==> config.mk <==
export PLATFORM = sky130hd
export DESIGN_NAME = mem_arbiter
export DESIGN_NICKNAME = d
export VERILOG_FILES = /design/src/rtl/mem_arb_pkg.sv /design/src/rtl/arb_rr2.sv /design/src/rtl/mem_arbiter.sv
export SDC_FILE = /design/constraint.sdc
export NUM_CORES = 1
export LEC_CHECK = 0
export CAP_MARGIN = 10
export CORE_ASPECT_RATIO = 0.9
export CORE_UTILIZATION = 39
export CTS_CLUSTER_SIZE = 8
export DETAILED_ROUTE_END_ITERATION = 8
export GPL_TIMING_DRIVEN = 1
export HOLD_SLACK_MARGIN = 0.05
export PLACE_DENSITY = 0.76
export REMOVE_ABC_BUFFERS = 1
export SETUP_SLACK_MARGIN = 0.3
export SLEW_MARGIN = 20
export SYNTH_ARGS = -nofsm -noshare
export SYNTH_HDL_FRONTEND = slang
export SYNTH_SLANG_ARGS = --single-unit
==> constraint.sdc <==
create_clock -name CLK -period 1.8 [get_ports CLK]
set_input_delay 0.36 -clock CLK [delete_from_list [all_inputs] [get_ports CLK]]
set_output_delay 0.36 -clock CLK [all_outputs]
set_load 0.02 [all_outputs]
==> src/rtl/mem_arb_pkg.sv <==
// Shared encodings for the I/D main-memory arbiter: FSM states, grant ids,
// parameter defaults and the latched request record.
package mem_arb_pkg;

  localparam int MM_LATENCY_DEF = 4;
  localparam int CNT_W_DEF      = 20;

  localparam logic [1:0] ST_IDLE = 2'd0;
  localparam logic [1:0] ST_BUSY = 2'd1;
  localparam logic [1:0] ST_RESP = 2'd2;

  localparam logic GNT_I = 1'b0;
  localparam logic GNT_D = 1'b1;

  localparam logic [31:0] WORD_MASK = 32'hFFFF_FFFC;

  typedef struct packed {
    logic        we;
    logic [31:0] addr;
    logic [31:0] wdata;
  } mm_req_t;

endpackage

==> src/rtl/arb_rr2.sv <==
// Two-way round-robin pick, purely combinational; on a tie the side that
// was not granted last wins.
module arb_rr2
  import mem_arb_pkg::*;
(
  input  logic req_i,
  input  logic req_d,
  input  logic last,
  output logic gnt
);

  always_comb begin
    gnt = GNT_I;
    if (req_i && req_d) begin
      gnt = ~last;
    end else if (req_d) begin
      gnt = GNT_D;
    end
  end

endmodule

==> src/rtl/mem_arbiter.sv <==
// Shares one fixed-latency main memory between an I-cache refill port and a
// data port: IDLE -> BUSY (MM_LATENCY cycles) -> RESP (one Ready pulse).
module mem_arbiter
  import mem_arb_pkg::*;
#(
  parameter int MM_LATENCY = MM_LATENCY_DEF,
  parameter int CNT_W      = CNT_W_DEF
) (
  input  logic             CLK,
  input  logic             RESET,
  input  logic             I_Req,
  input  logic [31:0]      I_Addr,
  output logic             I_Ready,
  output logic [31:0]      I_Data,
  input  logic             D_Req,
  input  logic             D_We,
  input  logic [31:0]      D_Addr,
  input  logic [31:0]      D_Wdata,
  output logic             D_Ready,
  output logic [31:0]      D_Rdata,
  output logic             MM_Access,
  output logic             MM_We,
  output logic [31:0]      MM_Addr,
  output logic [31:0]      MM_Wdata,
  input  logic [31:0]      MM_Rdata,
  output logic             Busy,
  output logic [CNT_W-1:0] CNT_I,
  output logic [CNT_W-1:0] CNT_D
);

  localparam logic [3:0] LAT_LOAD = 4'(MM_LATENCY - 1);

  logic [1:0]       state_q, state_d;
  logic [3:0]       lat_q, lat_d;
  logic             gnt_q, last_q, gnt;
  mm_req_t          req_q;
  logic [31:0]      i_data_q, d_rdata_q;
  logic [CNT_W-1:0] cnt_i_q, cnt_d_q;
  logic             any_req;

  assign any_req = I_Req || D_Req;

  arb_rr2 u_arb (
    .req_i (I_Req),
    .req_d (D_Req),
    .last  (last_q),
    .gnt   (gnt)
  );

  always_comb begin
    state_d = state_q;
    lat_d   = lat_q;
    case (state_q)
      ST_IDLE: begin
        if (any_req) begin
          state_d = ST_BUSY;
          lat_d   = LAT_LOAD;
        end
      end
      ST_BUSY: begin
        if (lat_q == 4'd0) begin
          state_d = ST_RESP;
        end else begin
          lat_d = lat_q - 4'd1;
        end
      end
      ST_RESP: state_d = ST_IDLE;
      default: state_d = ST_IDLE;
    endcase
  end

  always_ff @(posedge CLK) begin
    if (RESET) begin
      state_q   <= ST_IDLE;
      lat_q     <= 4'd0;
      gnt_q     <= GNT_I;
      last_q    <= GNT_I;
      req_q     <= '0;
      i_data_q  <= 32'd0;
      d_rdata_q <= 32'd0;
      cnt_i_q   <= '0;
      cnt_d_q   <= '0;
    end else begin
      state_q <= state_d;
      lat_q   <= lat_d;
      // Request fields are captured only here, so later input changes are ignored.
      if (state_q == ST_IDLE && any_req) begin
        gnt_q  <= gnt;
        last_q <= gnt;
        if (gnt == GNT_D) begin
          req_q <= '{we: D_We, addr: D_Addr & WORD_MASK, wdata: D_Wdata};
        end else begin
          req_q <= '{we: 1'b0, addr: I_Addr & WORD_MASK, wdata: 32'd0};
        end
      end
      if (state_q == ST_BUSY && lat_q == 4'd0 && !req_q.we) begin
        if (gnt_q == GNT_D) begin
          d_rdata_q <= MM_Rdata;
        end else begin
          i_data_q <= MM_Rdata;
        end
      end
      if (state_q == ST_RESP) begin
        if (gnt_q == GNT_D) begin
          if (cnt_d_q != '1) cnt_d_q <= cnt_d_q + CNT_W'(1);
        end else begin
          if (cnt_i_q != '1) cnt_i_q <= cnt_i_q + CNT_W'(1);
        end
      end
    end
  end

  assign Busy      = (state_q != ST_IDLE);
  assign MM_Access = (state_q == ST_BUSY);
  assign MM_We     = MM_Access && req_q.we;
  assign MM_Addr   = req_q.addr;
  assign MM_Wdata  = req_q.wdata;
  assign I_Ready   = (state_q == ST_RESP) && (gnt_q == GNT_I);
  assign D_Ready   = (state_q == ST_RESP) && (gnt_q == GNT_D);
  assign I_Data    = i_data_q;
  assign D_Rdata   = d_rdata_q;
  assign CNT_I     = cnt_i_q;
  assign CNT_D     = cnt_d_q;

endmodule

==> flow_summary.toml <==
[status]
status = "complete, but fails checks"
violations = "negative setup slack"

[floorplanning]
chipWidth_um = 149
ios = 306
die_y_um = 134
die_area_um2 = 19900
core_area_um2 = 18600
rows = 47
start_util_pct = 40.4

[timing]
grt_setup_unrepaired = "yes"
worst_slack_ns = -0.187
hold_viol_final = 0
tns_ns = -6.21
worst_pin_slew_ns = 0.524
slew_headroom_pct = 65.0
maxSlewViolCount = 0
finalCriticalPeriod_ns = 1.99
final.period_utilization_pct = 110
setup_viol = 83
whs_ns = 0.363
skew_ns = 0.0110
max_freq_mhz = 503

[clock_network]
cts_buffers = 17
cts_root_buf = "clkbuf_16"
clk_pin_slew_ns = 0.07
cts_tree = "done"
clock_latency_ns = 0.42
cts.sinks = 174
cts_buffer_depth = 2
cts_hold_buf = 0
htreeDepth = 4

[detailed_routing]
wl_met3_um = 1990
drtIter0Drc = 422
wire_per_inst_um = 18.6
vias = 8032
dr.pass1.iters = 5
wirelength_um = 28000
route.detailed.drc = 0
ant_nets = 0
via_per_inst = 5.34
top_layer = "met4"
wl_met2_um = 14600
m1WireLength_um = 10600

[finish]
multi_input_area_um2 = 4340
drive_above_1_share_pct = 38.4
final-seq-area_um2 = 3530
final_util_pct = 73.4
fin_nets = 1382
areaGrowthSynthToFinish_pct = 81.4
fin_cells = 1504
fill_cells = 1297
final_cell_area_um2 = 13700

[yosys]
seq_area_frac_synth_pct = 46.2
async_flop_share_pct = 0
avgSynthCellArea_um2 = 8.75
syn_inst = 861
netlist_area_um2 = 7540
synthFlopType = "dfxtp_1"
yosys_warnings = 0
ys_seq_elements = 174
synth_cell_types = 53
synth_edf_count = 0

[critical_path]
crit_fanout = 4
path_class = "register to register"
cp.required_ns = 2.15
critPathSlowestCell = "or4_1"
crit_top_cell = "buf_6"
cp_slowest_stage_delay_ns = 0.43
cpLargestDelayFamily = "simple AND/OR/NAND/NOR gates"
crit_chain = "nand3b_1 -> buf_4 -> buf_6 -> buf_6 -> or3_4 -> or4_1 -> a21oi_1"
critPathArrivalTime_ns = 2.33
crit_buf_inv = 3
start_kind = "register"
end_kind = "register"

[placed_design]
place_ws_ns = -0.175
dp_hpwl_um = 15900
numPortBuffers = 299
dp_cells = 1387
place_congestion = 0.839
post_dp_cell_area_um2 = 11000

[global_routing]
overflow = 0
grt_pass1_vias = 7668
grt_pass1_wl_um = 39300
antenna_found_initial = 1
grt_start_max_net_pins = 45
grt_usage_pct = 25.1

[pwr]
leakagePower_nw = 5.65
peakVddDrop_mv = 0.671
p_total_mw = 11.1
powerDensity_nw_per_um2 = 813

[worst_hold_path]
hold_class = "input port to register"

[job]
maxCapViolations = 0
Yosys cell counts (4+ instances only):
master,n,area (µm²)
a22o_1,33,289
dfxtp_1,174,3480
buf_4,64,480
a31oi_1,5,31.3
nand4_1,14,87.6
o31ai_1,5,37.5
nor2b_1,22,138
o21ai_0,4,20.0
nor2_1,62,233
a21oi_1,81,405
a311oi_1,4,35.0
nor3_1,9,45.0
and3_1,5,31.3
ha_1,4,50.1
mux2i_1,32,320
clkbuf_1,43,161
mux2_1,7,78.8
mux2_2,12,135
nor4_1,9,56.3
inv_1,11,41.3
or3_1,6,37.5
nand2_1,143,537
buf_2,7,35.0
or4_1,11,82.6
nand3_1,17,85.1
a211oi_1,35,263
and4_1,4,35.0
placed cells by master (no fill, tap or decap), types with 28 or more instances in the layout:
cell,synthesis,final
a211oi_2,0,30
a21oi_1,81,63
a22o_1,33,33
buf_4,64,98
buf_6,1,62
clkdlybuf4s15_1,0,58
clkdlybuf4s50_1,0,127
dfxtp_1,174,143
dfxtp_2,0,28
dlygate4sd2_1,0,43
mux2i_1,32,32
nand2_1,143,120
nor2_1,62,52
final cells by class:
type / instances / share of cell area [%]
repair buffers: 482 / 35.1
diodes: 1 / 0.0183
flip-flops and latches: 174 / 25.8
clock buffers: 17 / 3.11
clock inverters: 15 / 1.63
multi-input cells: 558 / 31.7
inverters: 12 / 0.384
well taps: 245 / 2.24
report_power, final:
part | internal [mW] | switching (mW)
clock network | 2.27 | 1.76
registers | 4.09 | 0.154
logic | 1.46 | 1.37
total | 7.83 | 3.29
flip-flops by register name, indices dropped and copies added (netlist names), 2 cells and up:
name and cells:
lat_q 4, D_Rdata 32, MM_Addr 30, state_q 2, CNT_I 20, I_Data 32
CNT_D 20, MM_Wdata 32
layer usage:
layer | GRT usage, % | up-vias
met3 | 6.73 | 68
li1 | - | 3751
met1 | 28.5 | 3821
met4 | 7.45 | 0
met2 | 45.5 | 392
met5 | 0 | -
logic make-up after synthesis:
kind of cell               after synthesis  share of synthesized area, %
AOI/OAI and AO/OA                      183                          16.1
adders and majority gates                4                         0.664
buffers and inverters                  130                          9.88
DFF                                    174                          46.2
muxes                                   51                          7.09
other                                    1                        0.0498
and+or+nand+nor                        318                          20.0
timing repair:
action,in CTS,in global routing
resized for setup,521,243
gates cloned,12,6
pin swaps,72,52
endpoints found under the setup margin,342,270
buffers inserted,40,26
final timing paths:
| kind | from | end | slack, ns | depth (start not counted) |
|---|---|---|---|---|
| setup / recovery | state_q[0] | CNT_D[15] | -0.19 | 7 |
| hold / removal | RESET | MM_Addr[8] | 0.36 | 2 |
| setup reg to reg | state_q[0] | CNT_D[15] | -0.19 | 7 |
| hold reg to reg | I_Data[3] | I_Data[3] | 0.45 | 2 |
(Power assumes the default switching activity.)
